## src/rtl/mem_pkg.sv

```systemverilog
// Shared types and constants for the memory arbiter.
package mem_pkg;

    // Arbiter FSM states.
    typedef enum logic {
        StIdle = 1'b0,
        StBusy = 1'b1
    } state_e;

    // Arbitration policies.
    localparam int unsigned ARB_FIXED = 0;
    localparam int unsigned ARB_RR    = 1;

    // Default bus widths.
    localparam int unsigned ADDR_W_DEF = 32;
    localparam int unsigned DATA_W_DEF = 32;

endpackage

```

## src/rtl/rr_arbiter.sv

```systemverilog
// Combinational winner select: fixed priority (lowest index) or round-robin from last+1.
module rr_arbiter
    import mem_pkg::*;
#(
    parameter int unsigned NUM_CH   = 2,
    parameter int unsigned ARB_MODE = ARB_FIXED,
    localparam int unsigned IdxW    = $clog2(NUM_CH)
) (
    input  logic [NUM_CH-1:0] req_i,
    input  logic [IdxW-1:0]   last_i,
    output logic [NUM_CH-1:0] gnt_o,
    output logic [IdxW-1:0]   idx_o,
    output logic              valid_o
);

    // Scan the channels in priority order and keep the first requester found.
    always_comb begin
        int unsigned j;
        idx_o   = '0;
        valid_o = 1'b0;
        j       = 0;
        for (int unsigned k = 0; k < NUM_CH; k++) begin
            if (ARB_MODE == ARB_RR) begin
                j = (int'(last_i) + k + 1) % NUM_CH;
            end else begin
                j = k;
            end
            if (!valid_o && req_i[j]) begin
                valid_o = 1'b1;
                idx_o   = IdxW'(j);
            end
        end
    end

    assign gnt_o = valid_o ? (NUM_CH'(1) << idx_o) : '0;

endmodule

```

## src/rtl/mem_arbiter.sv

```systemverilog
// Arbitrates NUM_CH requesters onto one main-memory port with per-channel ack and a bus timeout.
module mem_arbiter
    import mem_pkg::*;
#(
    parameter int unsigned NUM_CH      = 2,
    parameter int unsigned ADDR_W      = ADDR_W_DEF,
    parameter int unsigned DATA_W      = DATA_W_DEF,
    parameter int unsigned ARB_MODE    = ARB_FIXED,
    parameter int unsigned TIMEOUT_CYC = 255
) (
    input  logic                     clk_i,
    input  logic                     rst_ni,
    input  logic [NUM_CH-1:0]        req_i,
    input  logic [NUM_CH-1:0]        we_i,
    input  logic [NUM_CH*ADDR_W-1:0] addr_i,
    input  logic [NUM_CH*DATA_W-1:0] wdata_i,
    output logic [NUM_CH-1:0]        ack_o,
    output logic                     err_o,
    output logic [DATA_W-1:0]        rdata_o,
    output logic                     mem_re_o,
    output logic                     mem_wr_o,
    output logic [ADDR_W-1:0]        mem_addr_o,
    output logic [DATA_W-1:0]        mem_wdata_o,
    input  logic [DATA_W-1:0]        mem_rdata_i,
    input  logic                     mem_ready_i
);

    localparam int unsigned IdxW = $clog2(NUM_CH);
    localparam int unsigned CntW = (TIMEOUT_CYC > 1) ? $clog2(TIMEOUT_CYC) : 1;
    // Only meaningful when the timeout is enabled; the compare below is gated on that.
    localparam logic [CntW-1:0] CntLast = CntW'(TIMEOUT_CYC - 1);

    state_e              state_q, state_d;
    logic [NUM_CH-1:0]   sel_q, sel_d;
    logic [IdxW-1:0]     last_q, last_d;
    logic [CntW-1:0]     cnt_q, cnt_d;
    logic                re_q, re_d;
    logic                wr_q, wr_d;
    logic [ADDR_W-1:0]   addr_q, addr_d;
    logic [DATA_W-1:0]   wdata_q, wdata_d;
    logic [NUM_CH-1:0]   ack_q, ack_d;
    logic                err_q, err_d;
    logic [DATA_W-1:0]   rdata_q, rdata_d;

    logic [NUM_CH-1:0]   win_gnt;
    logic [IdxW-1:0]     win_idx;
    logic                win_valid;
    logic                timeout;

    rr_arbiter #(
        .NUM_CH   (NUM_CH),
        .ARB_MODE (ARB_MODE)
    ) u_rr_arbiter (
        .req_i   (req_i),
        .last_i  (last_q),
        .gnt_o   (win_gnt),
        .idx_o   (win_idx),
        .valid_o (win_valid)
    );

    assign timeout = (TIMEOUT_CYC != 0) && (cnt_q == CntLast);

    // Next-state: grant and capture in IDLE, wait for completion or timeout in BUSY.
    always_comb begin
        state_d = state_q;
        sel_d   = sel_q;
        last_d  = last_q;
        cnt_d   = cnt_q;
        re_d    = re_q;
        wr_d    = wr_q;
        addr_d  = addr_q;
        wdata_d = wdata_q;
        ack_d   = '0;
        err_d   = 1'b0;
        rdata_d = '0;
        unique case (state_q)
            StIdle: begin
                if (win_valid) begin
                    sel_d   = win_gnt;
                    addr_d  = addr_i[win_idx*ADDR_W +: ADDR_W];
                    wdata_d = we_i[win_idx] ? wdata_i[win_idx*DATA_W +: DATA_W] : '0;
                    re_d    = ~we_i[win_idx];
                    wr_d    = we_i[win_idx];
                    cnt_d   = '0;
                    state_d = StBusy;
                    if (ARB_MODE == ARB_RR) begin
                        last_d = win_idx;
                    end
                end
            end
            StBusy: begin
                // A ready on the timeout cycle still counts as a normal completion.
                if (mem_ready_i) begin
                    ack_d   = sel_q;
                    rdata_d = re_q ? mem_rdata_i : '0;
                    re_d    = 1'b0;
                    wr_d    = 1'b0;
                    cnt_d   = '0;
                    state_d = StIdle;
                end else if (timeout) begin
                    ack_d   = sel_q;
                    err_d   = 1'b1;
                    re_d    = 1'b0;
                    wr_d    = 1'b0;
                    cnt_d   = '0;
                    state_d = StIdle;
                end else begin
                    cnt_d = cnt_q + 1'b1;
                end
            end
            default: state_d = StIdle;
        endcase
    end

    // State and output registers with synchronous active-low reset.
    always_ff @(posedge clk_i) begin
        if (!rst_ni) begin
            state_q <= StIdle;
            sel_q   <= '0;
            last_q  <= IdxW'(NUM_CH - 1);
            cnt_q   <= '0;
            re_q    <= 1'b0;
            wr_q    <= 1'b0;
            addr_q  <= '0;
            wdata_q <= '0;
            ack_q   <= '0;
            err_q   <= 1'b0;
            rdata_q <= '0;
        end else begin
            state_q <= state_d;
            sel_q   <= sel_d;
            last_q  <= last_d;
            cnt_q   <= cnt_d;
            re_q    <= re_d;
            wr_q    <= wr_d;
            addr_q  <= addr_d;
            wdata_q <= wdata_d;
            ack_q   <= ack_d;
            err_q   <= err_d;
            rdata_q <= rdata_d;
        end
    end

    assign ack_o       = ack_q;
    assign err_o       = err_q;
    assign rdata_o     = rdata_q;
    assign mem_re_o    = re_q;
    assign mem_wr_o    = wr_q;
    assign mem_addr_o  = addr_q;
    assign mem_wdata_o = wdata_q;

endmodule

```

## config.mk

```make
export PLATFORM = sky130hd
export DESIGN_NAME = mem_arbiter
export DESIGN_NICKNAME = d
export VERILOG_FILES = /design/src/rtl/mem_pkg.sv /design/src/rtl/rr_arbiter.sv /design/src/rtl/mem_arbiter.sv
export SDC_FILE = /design/constraint.sdc
export NUM_CORES = 1
export LEC_CHECK = 0
export ABC_AREA = 1
export BUFFER_PORTS_ARGS = -buffer_cell sky130_fd_sc_hd__buf_2
export CORE_MARGIN = 10
export CORE_UTILIZATION = 45
export DETAILED_ROUTE_END_ITERATION = 16
export HOLD_SLACK_MARGIN = 0.12
export PLACE_DENSITY = 0.83
export SYNTH_ARGS = -nofsm -noshare
export SYNTH_HDL_FRONTEND = slang
export SYNTH_HIERARCHICAL = 1
export SYNTH_SLANG_ARGS = --single-unit
```

## constraint.sdc

```tcl
create_clock -name clk_i -period 2.3 [get_ports clk_i]
set_input_delay 0.23 -clock clk_i [delete_from_list [all_inputs] [get_ports clk_i]]
set_output_delay 0.23 -clock clk_i [all_outputs]
set_load 0.1 [all_outputs]
```

# Word-level counts from Yosys, hierarchy flattened
# Cells that the tools add are included.
# totals
input_bits	167
elab_cells	51
register_bits	112
out_inout_bits	101
latchBits	0
ram_bits	0
mem_bits_ro	0
memories	0
# classes
multipliers	0
magnitude_cmp	1
n_addsub	1
bitwise_logic	3
div	0
shift	3
eq_ne	3
reduce_logical	7
n_mux	23
# ops
cell	n
$shiftx A64 B7 Y32	2
$mux W32	1
$mux W8	3
$pmux W8 S2	1
$mux W1	13
$add A8 B1 Y8 const B	1
$eq A8 B8 Y1 const B	1
$pmux W1 S2	3
$reduce_and A2 Y1	3
$mux W2	2
$reduce_and A4 Y1	1
$ne A3 B2 Y1 const B	1
$not A1 Y1	3
$reduce_or A3 Y1	1
$lt A1 B2 Y1 const B	1
$ne A2 B1 Y1 const B	1
$shl A1 B1 Y2 const A	1
$logic_and A1 B1 Y1	1
$logic_not A1 Y1	1

# Depth between registers and ports, before layout
# Gate-level depths: netlist (run 1).
# depth
word_depth	9
mapped_depth	10
depth_no_buf	10

# Modules after synthesis
# Netlist (run 1), hierarchy kept.
# by_module_without_submodules
mod	seq_area_each_um2	cells_per_inst	area_per_inst_um2	instances
mem_arbiter	2242.2	526	4320.4	1
rr_arbiter	0.0	6	26.3	1

# Least setup slack after synthesis (run 1)
# OpenSTA, ideal clock, no wires.
# synth_timing
kind	register -> register
from	register re_q, in the netlist mem_re_o
to	register rdata_q[10], in the netlist rdata_o[10]
synth_period_minus_slack_ns	1.582
setup_time_ns	0.064
t_arrival_ns	1.517
stages_incl_launch_ff	4
t_required_ns	2.236
path_buffers	1
setup_slack_ns	0.718
cell_sequence	dfxtp_1 > nand3_1 > buf_2 > nor2_1
# synth_between
elab_chain_cells	1
# synth_rtl
item	line	text
start, declared	mem_arbiter.sv:37	logic re_q, re_d;
start signal, assigned	mem_arbiter.sv:134	re_q <= re_d;
$reduce_and A4 Y1 (no line)	n/a	
end signal, assigned	mem_arbiter.sv:140	rdata_q <= rdata_d;
end, declared	mem_arbiter.sv:43	logic [DATA_W-1:0] rdata_q, rdata_d;
# No other way between the ends.
# A chain may end at the register's enable or synchronous reset.

# Final worst setup path (run 1)
# layout_timing
from	register state_q
to	register addr_q[0], in the netlist mem_addr_o[0]
# layout_between
elab_chain_cells	2
# layout_rtl
item	line	text
start, declared	mem_arbiter.sv:33	state_e state_q, state_d;
start signal, assigned	mem_arbiter.sv:118	state_q <= StIdle;
start signal, assigned	mem_arbiter.sv:130	state_q <= state_d;
$not A1 Y1	n/a	
$reduce_and A2 Y1 (no line)	n/a	
end signal, assigned	mem_arbiter.sv:136	addr_q <= addr_d;
end, declared	mem_arbiter.sv:39	logic [ADDR_W-1:0] addr_q, addr_d;
# No other way between the ends.

==> impl_results.html, run 1 <==
<table>
<tr><th>Metric</th><th>Value</th></tr>
<tr><th colspan="2">Run status</th></tr>
<tr><td>Result of the run</td><td>finished, final reports clean</td></tr>
<tr><th colspan="2">Global route</th></tr>
<tr><td>Total gr overflow</td><td>0</td></tr>
<tr><td>Global-route wire length before repair</td><td>27,400 um</td></tr>
<tr><td>Number of antenna violations at the first check in global routing</td><td>3</td></tr>
<tr><td>Largest net degree at the start of global routing</td><td>69</td></tr>
<tr><td>Number of global-route vias before repair</td><td>5,294</td></tr>
<tr><td>Global-route usage over all layers</td><td>0.236</td></tr>
<tr><th colspan="2">Detailed routing</th></tr>
<tr><td>Antenna-violating nets left</td><td>0</td></tr>
<tr><td>DR iter-0 viols</td><td>360</td></tr>
<tr><td>Final routed wirelength across all metal layers</td><td>17,400 um</td></tr>
<tr><td>Routed length per placed instance</td><td>17.8 um</td></tr>
<tr><td>Remaining design rule violation count</td><td>0</td></tr>
<tr><td>Number of vias after detailed routing</td><td>4,975</td></tr>
<tr><td>Number of iterations in the first detailed-routing pass</td><td>5</td></tr>
<tr><td>Via density</td><td>5.08</td></tr>
<tr><th colspan="2">Critical path</th></tr>
<tr><td>Number of buffer and inverter stages on the critical path</td><td>2</td></tr>
<tr><td>Critical Path Stages</td><td>5</td></tr>
<tr><td>Setup slack of the worst register-to-register path</td><td>0.59 ns</td></tr>
<tr><td>Start-to-end type of the worst setup path</td><td>flip-flop to flip-flop</td></tr>
<tr><td>CP Capture Type</td><td>flip-flop</td></tr>
<tr><td>WP data required</td><td>2.62 ns</td></tr>
<tr><td>Crit path cell chain</td><td>nor2_4 -&gt; buf_4 -&gt; o21ai_0 -&gt; a21oi_1 -&gt; dlygate4sd3_1</td></tr>
<tr><td>Category of the worst setup path launch point</td><td>flip-flop</td></tr>
<tr><td>Critical Path End</td><td>mem_addr_o[0]</td></tr>
<tr><td>RR Endpoint</td><td>mem_addr_o[0]</td></tr>
<tr><td>Cell with the biggest individual delay on the critical path</td><td>sky130_fd_sc_hd__dlygate4sd3_1</td></tr>
<tr><td>Depth of the worst register-to-register path</td><td>5</td></tr>
<tr><td>Launching instance or port of the critical path</td><td>state_q</td></tr>
<tr><td>Gate family responsible for the most delay along the worst path</td><td>buffers and inverters</td></tr>
<tr><td>Arrival time worst endpoint</td><td>2.03 ns</td></tr>
<tr><td>Highest net fanout along the worst path</td><td>34</td></tr>
<tr><td>Source of the worst register-to-register timing path</td><td>state_q</td></tr>
<tr><td>Slowest Stage Delay on Critical Path</td><td>0.55 ns</td></tr>
<tr><th colspan="2">STA</th></tr>
<tr><td>Final setup violation count</td><td>0</td></tr>
<tr><td>Unrepaired setup endpoints after global routing</td><td>false</td></tr>
<tr><td>Sum Neg Setup Slack</td><td>0 ns</td></tr>
<tr><td>Min cycle time layout</td><td>1.71 ns</td></tr>
<tr><td>Headroom to the max-slew limit</td><td>0.598</td></tr>
<tr><td>Number of max-slew violations in the final report</td><td>0</td></tr>
<tr><td>Final Cycle Share</td><td>0.743</td></tr>
<tr><td>Clk_skew</td><td>0.0202 ns</td></tr>
<tr><td>Worst hold margin</td><td>0.128 ns</td></tr>
<tr><td>Maximum clock frequency</td><td>585 MHz</td></tr>
<tr><td>Slew at the pin closest to its max-slew limit</td><td>0.603 ns</td></tr>
<tr><td>Number of failing hold endpoints at the final stage</td><td>0</td></tr>
<tr><th colspan="2">Pwr</th></tr>
<tr><td>Power dissipated by switching net loads</td><td>1.88 mW</td></tr>
<tr><td>Internal Pwr Total</td><td>3.04 mW</td></tr>
<tr><td>Part of the power in combinational logic</td><td>0.308</td></tr>
<tr><td>Maximum resistive drop on vdd</td><td>0.443 mV</td></tr>
<tr><td>Switching Share</td><td>0.382</td></tr>
<tr><td>Pleak</td><td>3.39 nW</td></tr>
<tr><td>Power Dens Cells</td><td>748 nW/um2</td></tr>
<tr><td>Relative contribution of the clock network to total power</td><td>0.263</td></tr>
<tr><td>Proportion of power drawn by flip-flops and latches</td><td>0.429</td></tr>
<tr><th colspan="2">Clocking</th></tr>
<tr><td>Post-cts hold buffer count</td><td>62</td></tr>
<tr><td>TritonCTS clock tree</td><td>done</td></tr>
<tr><td>CTS H-tree lvls</td><td>3</td></tr>
<tr><td>Clock Sink Count</td><td>112</td></tr>
<tr><td>Inserted Clock Buffers</td><td>9</td></tr>
<tr><td>Maximum clock path buffer count</td><td>2</td></tr>
<tr><td>Insertion delay of the later-clocked pin in the worst-skew pair</td><td>0.37 ns</td></tr>
<tr><td>Clock transition at the register clock pins on the worst setup and hold paths after CTS</td><td>0.12 ns</td></tr>
<tr><td>Cell at the root of the clock tree</td><td>sky130_fd_sc_hd__clkbuf_8</td></tr>
<tr><td>Gates resized, CTS repair</td><td>0</td></tr>
<tr><td>Setup repair bufs after CTS</td><td>0</td></tr>
<tr><th colspan="2">Finish</th></tr>
<tr><td>Net count, final</td><td>1,013</td></tr>
<tr><td>Final core area utilization</td><td>0.706</td></tr>
<tr><td>Layout cells sized above 1</td><td>0.349</td></tr>
<tr><td>Relative area change from synthesis to final layout</td><td>51.7%</td></tr>
<tr><th colspan="2">Floorplanning</th></tr>
<tr><td>Floorplan row count</td><td>35</td></tr>
<tr><td>Die area</td><td>14,000 um2</td></tr>
<tr><td>Die Ht</td><td>118 um</td></tr>
<tr><td>Initial Utilization</td><td>0.466</td></tr>
<tr><td>Core outline area</td><td>9330 um2</td></tr>
<tr><td>Horizontal extent of the die</td><td>118 um</td></tr>
<tr><td>Number of placed I/O pins</td><td>268</td></tr>
<tr><th colspan="2">Place</th></tr>
<tr><td>Sum of net half-perimeters after detailed placement</td><td>11,800 um</td></tr>
<tr><td>Number of input and output port buffers inserted</td><td>267</td></tr>
<tr><td>Final estimated routing congestion in global placement</td><td>0.845</td></tr>
<tr><th colspan="2">Synthesis</th></tr>
<tr><td>Avg Cell Area, Syn</td><td>8.18 um2</td></tr>
<tr><td>Total standard cell area after synthesis</td><td>4340 um2</td></tr>
<tr><td>Warning count from the yosys run</td><td>6</td></tr>
<tr><td>Number of instances in the synthesized netlist</td><td>531</td></tr>
<tr><td>Net count after synthesis</td><td>700</td></tr>
<tr><th colspan="2">Min path</th></tr>
<tr><td>Worst Hold Class</td><td>input pin to flip-flop</td></tr>
<tr><th colspan="2">Job</th></tr>
<tr><td>Total of max-cap violations</td><td>0</td></tr>
</table>
-- worst min path at each step --
stage | from | to | slack, ns | cells after the start
CTS | addr_i[3] | mem_addr_o[3] | 0.12 | 3
global route | wdata_i[16] | mem_wdata_o[16] | 0.13 | 3
global placement | mem_rdata_i[23] | rdata_o[23] | 0.44 | 3
finish | wdata_i[16] | mem_wdata_o[16] | 0.13 | 3
detailed placement | mem_rdata_i[28] | rdata_o[28] | 0.45 | 3
floorplan | mem_ready_i | err_o | 0.31 | 1
-- layer usage --
layer | wire length, um | part of all wire | GRT usage | up-vias
li1 | - | - | - | 2363
met1 | 6400 | 0.37 | 0.238 | 2268
met2 | 8670 | 0.50 | 0.424 | 293
met3 | 1770 | 0.10 | 0.0961 | 49
met4 | 586 | 0.034 | 0.0951 | 2
met5 | 13 | 0.00075 | 0 | -
-- through the flow --
stage,worst slack [ns],cell area (um2),power [mW],instances
finish,0.590,6590,4.93,980
floorplan,0.718,4340,3.23,531
global route,0.442,6590,5.11,979
detailed placement,0.739,5730,3.57,899
CTS,0.621,6570,4.93,977
global placement,0.746,5730,3.54,899
-- power groups by stage --
stage / clock network [mW] / registers, mW / logic [mW]
5_1_grt: 1.39 / 2.13 / 1.59
2_1_floorplan: 0 / 2.92 / 0.305
6_report: 1.30 / 2.11 / 1.52
4_1_cts: 1.32 / 2.11 / 1.50
3_5_place_dp: 0 / 2.15 / 1.42
3_3_place_gp: 0 / 2.15 / 1.40
-- worst min-delay path: stages --
cell,delay [ns]
sky130_fd_sc_hd__buf_2,0.07
sky130_fd_sc_hd__mux2i_1,0.05
sky130_fd_sc_hd__o21ai_1,0.11
-- state kept, by name (all words and copies together), names as in the netlist --
register,cells
ack_o,2
mem_addr_o,32
mem_re_o,1
mem_wdata_o,32
mem_wr_o,1
err_o,1
sel_q,2
cnt_q,8
rdata_o,32
state_q,1
-- cell usage in the layout, fill, tap and decap left out, drive strengths merged --
cell           n
inv           54
a211oi         1
xor2           2
bufinv         2
nand3b         1
dfxtp        112
o21bai         1
nor2          46
mux2i         31
nand2         65
clkbuf         9
nand3         39
buf          275
clkinvlp       1
a21oi         72
ha             2
diode          2
clkinv         1
dlygate4sd3   63
o21ai         71
nor3           1
-- final cells by class --
| type | count | area [um2] |
|---|---|---|
| Antenna cell | 2 | 5.00 |
| Clock buffer | 9 | 124 |
| Clock inverter | 7 | 98.8 |
| Fill cell | 707 | 2740 |
| Inverter | 51 | 191 |
| Multi-Input combinational cell | 332 | 1730 |
| Sequential cell | 112 | 2240 |
| Tap cell | 129 | 161 |
| Timing Repair Buffer | 338 | 2040 |
Note: power is estimated with default switching activity, not from simulation.
==> run 2, diff against run 1 <==
- CORE_UTILIZATION: 45 -> 43
- PLACE_DENSITY: 0.83 -> 0.8
- clock period: 2.3 -> 1.7 ns (I/O delays scaled with it)
==> run 2 against run 1 <==
Effect of this change: the flow now finishes with violations (setup timing); fmax hardly changed; hold slack better by 0.025 ns; clock-buffer cell count unchanged; wire length is 21% higher; die area grew 3.9%; combinational power up 57%; via count increased by 15%; final area increased by 17%; sequential share of layout area shrank 4.8 points.
==> impl_results.html, run 2 (same netlist as run 1, synthesis figures left out) <==
<table>
<tr><th>Metric</th><th>Value</th></tr>
<tr><th colspan="2">Finish</th></tr>
<tr><td>Leading cell types in the layout, fill and taps excluded</td><td>267 x sky130_fd_sc_hd__buf_2, 161 x sky130_fd_sc_hd__dlygate4sd3_1, 111 x sky130_fd_sc_hd__dfxtp_1, 64 x sky130_fd_sc_hd__a21oi_1, 64 x sky130_fd_sc_hd__nand2_1</td></tr>
<tr><td>Combined flip-flop and latch cell area</td><td>2240 um2 (about the same)</td></tr>
<tr><td>Total area of multi-input combinational cells</td><td>1760 um2 (+1.7%)</td></tr>
<tr><td>Fill cells</td><td>638 (-9.8%)</td></tr>
<tr><td>Relative area change from synthesis to final layout</td><td>76.8%</td></tr>
<tr><td>Commonest non-fill, non-tap cell in the layout</td><td>sky130_fd_sc_hd__buf_2</td></tr>
<tr><td>Net count, final</td><td>1,115 (+10%)</td></tr>
<tr><td>Final core area utilization</td><td>0.782 (+0.0757)</td></tr>
<tr><td>Layout cells sized above 1</td><td>0.325 (-0.0237)</td></tr>
<tr><th colspan="2">Detailed routing</th></tr>
<tr><td>Number of iterations in the first detailed-routing pass</td><td>5 (unchanged)</td></tr>
<tr><td>Antenna-violating nets left</td><td>0 (unchanged)</td></tr>
<tr><td>Remaining design rule violation count</td><td>0 (unchanged)</td></tr>
<tr><td>Via density</td><td>5.23 (+3.0%)</td></tr>
<tr><td>Final routed wirelength across all metal layers</td><td>21,100 um (+21%)</td></tr>
<tr><td>Routed length per placed instance</td><td>19.3 um (+8.5%)</td></tr>
<tr><td>Number of vias after detailed routing</td><td>5,697 (+15%)</td></tr>
<tr><td>DR iter-0 viols</td><td>487 (+35%)</td></tr>
<tr><th colspan="2">Clocking</th></tr>
<tr><td>Clock transition at the register clock pins on the worst setup and hold paths after CTS</td><td>0.10 ns (-0.02 ns)</td></tr>
<tr><td>TritonCTS clock tree</td><td>done</td></tr>
<tr><td>Clock Sink Count</td><td>112 (unchanged)</td></tr>
<tr><td>Cell at the root of the clock tree</td><td>sky130_fd_sc_hd__clkbuf_8</td></tr>
<tr><td>Insertion delay of the later-clocked pin in the worst-skew pair</td><td>0.37 ns (about the same)</td></tr>
<tr><td>Inserted Clock Buffers</td><td>9 (unchanged)</td></tr>
<tr><td>CTS H-tree lvls</td><td>3 (unchanged)</td></tr>
<tr><td>Maximum clock path buffer count</td><td>2 (unchanged)</td></tr>
<tr><th colspan="2">Floorplanning</th></tr>
<tr><td>Initial Utilization</td><td>0.442 (-0.0233)</td></tr>
<tr><td>Floorplan row count</td><td>36 (+2.9%)</td></tr>
<tr><td>Core outline area</td><td>9820 um2 (+5.3%)</td></tr>
<tr><td>Horizontal extent of the die</td><td>120 um (+1.9%)</td></tr>
<tr><td>Die Ht</td><td>120 um (+1.9%)</td></tr>
<tr><td>Number of placed I/O pins</td><td>268 (unchanged)</td></tr>
<tr><td>Die area</td><td>14,500 um2 (+3.9%)</td></tr>
<tr><th colspan="2">Min path</th></tr>
<tr><td>Worst Hold Class</td><td>input pin to flip-flop</td></tr>
<tr><th colspan="2">Pwr</th></tr>
<tr><td>Maximum resistive drop on vdd</td><td>0.769 mV (+74%)</td></tr>
<tr><td>Power Dens Cells</td><td>920 nW/um2 (+23%)</td></tr>
<tr><td>Pleak</td><td>3.86 nW (+14%)</td></tr>
<tr><td>Internal Pwr Total</td><td>4.35 mW (+43%)</td></tr>
<tr><td>Power dissipated by switching net loads</td><td>2.72 mW (+44%)</td></tr>
<tr><td>Proportion of power drawn by flip-flops and latches</td><td>0.406 (-0.023)</td></tr>
<tr><td>Part of the power in combinational logic</td><td>0.338 (+0.030)</td></tr>
<tr><td>Relative contribution of the clock network to total power</td><td>0.256 (-0.007)</td></tr>
<tr><td>Switching Share</td><td>0.385 (+0.00213)</td></tr>
<tr><th colspan="2">Place</th></tr>
<tr><td>Sum of net half-perimeters after detailed placement</td><td>11,600 um (-1.6%)</td></tr>
<tr><td>Pre-CTS setup slack</td><td>0.328 ns (-0.412 ns)</td></tr>
<tr><td>Final estimated routing congestion in global placement</td><td>0.803 (-4.9%)</td></tr>
<tr><td>Number of input and output port buffers inserted</td><td>267 (unchanged)</td></tr>
<tr><th colspan="2">STA</th></tr>
<tr><td>Number of max-slew violations in the final report</td><td>0 (unchanged)</td></tr>
<tr><td>Clk_skew</td><td>0.00833 ns (-0.0118 ns)</td></tr>
<tr><td>Number of failing hold endpoints at the final stage</td><td>0 (unchanged)</td></tr>
<tr><td>Final setup violation count</td><td>1 (+1)</td></tr>
<tr><td>Unrepaired setup endpoints after global routing</td><td>true</td></tr>
<tr><td>Maximum clock frequency</td><td>585 MHz (about the same)</td></tr>
<tr><td>Final Cycle Share</td><td>1.00 (+0.262)</td></tr>
<tr><td>Slew at the pin closest to its max-slew limit</td><td>0.531 ns (-0.0711 ns)</td></tr>
<tr><td>Min cycle time layout</td><td>1.71 ns (-0.00134 ns)</td></tr>
<tr><td>Slack of the critical path</td><td>-0.00823 ns (-0.599 ns)</td></tr>
<tr><td>Headroom to the max-slew limit</td><td>0.648 (+0.0498)</td></tr>
<tr><th colspan="2">Global route</th></tr>
<tr><td>Largest net degree at the start of global routing</td><td>45 (-35%)</td></tr>
<tr><td>Global-route wire length before repair</td><td>31,800 um (+16%)</td></tr>
<tr><td>Total gr overflow</td><td>0 (unchanged)</td></tr>
<tr><td>Number of global-route vias before repair</td><td>6,126 (+16%)</td></tr>
<tr><td>Number of antenna violations at the first check in global routing</td><td>5 (+2)</td></tr>
<tr><td>Global-route usage over all layers</td><td>0.269 (+0.0325)</td></tr>
<tr><th colspan="2">Critical path</th></tr>
<tr><td>Start-to-end type of the worst setup path</td><td>flip-flop to flip-flop</td></tr>
<tr><td>WP data required</td><td>1.97 ns (-0.65 ns)</td></tr>
<tr><td>Arrival time worst endpoint</td><td>1.97 ns (-0.06 ns)</td></tr>
<tr><td>Setup slack of the worst register-to-register path</td><td>-0.008 ns (-0.60 ns)</td></tr>
<tr><td>Launching instance or port of the critical path</td><td>state_q</td></tr>
<tr><td>Source of the worst register-to-register timing path</td><td>state_q</td></tr>
<tr><td>CP Capture Type</td><td>flip-flop</td></tr>
<tr><td>Depth of the worst register-to-register path</td><td>6 (+1)</td></tr>
<tr><td>Critical Path End</td><td>mem_addr_o[13]</td></tr>
<tr><td>RR Endpoint</td><td>mem_addr_o[13]</td></tr>
<tr><td>Category of the worst setup path launch point</td><td>flip-flop</td></tr>
<tr><td>Highest net fanout along the worst path</td><td>44 (+29%)</td></tr>
<tr><th colspan="2">Run status</th></tr>
<tr><td>Violated checks</td><td>setup timing</td></tr>
<tr><td>Result of the run</td><td>finished with violations</td></tr>
<tr><th colspan="2">Job</th></tr>
<tr><td>Total of max-cap violations</td><td>0 (unchanged)</td></tr>
</table>
## run 2: cell types whose count changed in the layout (fill, tap and decap cells not counted), moves of 2 or more
cell and change:
sky130_fd_sc_hd__dlygate4sd3_1 +98, sky130_fd_sc_hd__inv_6 -2, sky130_fd_sc_hd__diode_2 +4, sky130_fd_sc_hd__buf_12 +2, sky130_fd_sc_hd__a21oi_2 +8, sky130_fd_sc_hd__a21oi_1 -8
## run 2: critical path, cell delays in order (launching register included)
cell and delay [ns]:
sky130_fd_sc_hd__dfxtp_2 0.36, sky130_fd_sc_hd__nor2_4 0.15, sky130_fd_sc_hd__inv_2 0.08, sky130_fd_sc_hd__buf_12 0.19, sky130_fd_sc_hd__a21oi_1 0.18, sky130_fd_sc_hd__a21oi_1 0.09, sky130_fd_sc_hd__dlygate4sd3_1 0.55
## run 2: what timing repair did
item                                    CTS  global route
hold buffers                            161             0
hold endpoints to repair                100             0
endpoints found under the setup margin    0            19
buffers inserted                          0             1
resized for setup                         0            14
## run 2: metal layers
metal	wire length, um	share of wire	global-route usage
met1	7020	0.33	0.269
met2	10500	0.50	0.473
met3	2350	0.11	0.0959
met4	1200	0.057	0.158
met5	0	0	0
## run 2: how the worst min path moves through the flow
stage | startpoint | end | slack (ns) | depth (start not counted)
6_report | rst_ni | sel_q[1] | 0.15 | 3
3_3_place_gp | mem_rdata_i[23] | rdata_o[23] | 0.39 | 3
3_5_place_dp | mem_rdata_i[29] | rdata_o[29] | 0.39 | 3
4_1_cts | wdata_i[0] | mem_wdata_o[0] | 0.13 | 5
2_1_floorplan | mem_ready_i | err_o | 0.25 | 1
5_1_grt | rst_ni | sel_q[1] | 0.16 | 3
## run 2: cell type report
class | count | area share
flip-flops and latches | 112 | 0.292
well taps | 133 | 0.0217
diodes | 6 | 0.00196
multi-input cells | 332 | 0.229
clock buffers | 9 | 0.0161
repair buffers | 440 | 0.401
inverters | 51 | 0.0249
clock inverters | 7 | 0.0135
## run 2: through the flow
step,area (um2),std cells,total power [mW],setup TNS (ns),hold WS [ns]
floorplan,4340,531,4.37,0,0.249
global placement,5770,906,4.80,0,0.386
detailed placement,5770,906,4.83,0,0.389
CTS,7610,1083,6.94,0,0.133
global route,7680,1089,7.30,-0.612,0.164
finish,7680,1090,7.07,-0.00823,0.153
## run 2: power groups by stage
stage               logic, mW  clock network (mW)  registers, mW
detailed placement       1.93                   0           2.91
finish                   2.39                1.81           2.87
global route             2.49                1.93           2.88
CTS                      2.27                1.82           2.85
global placement         1.90                   0           2.90
floorplan               0.413                   0           3.95
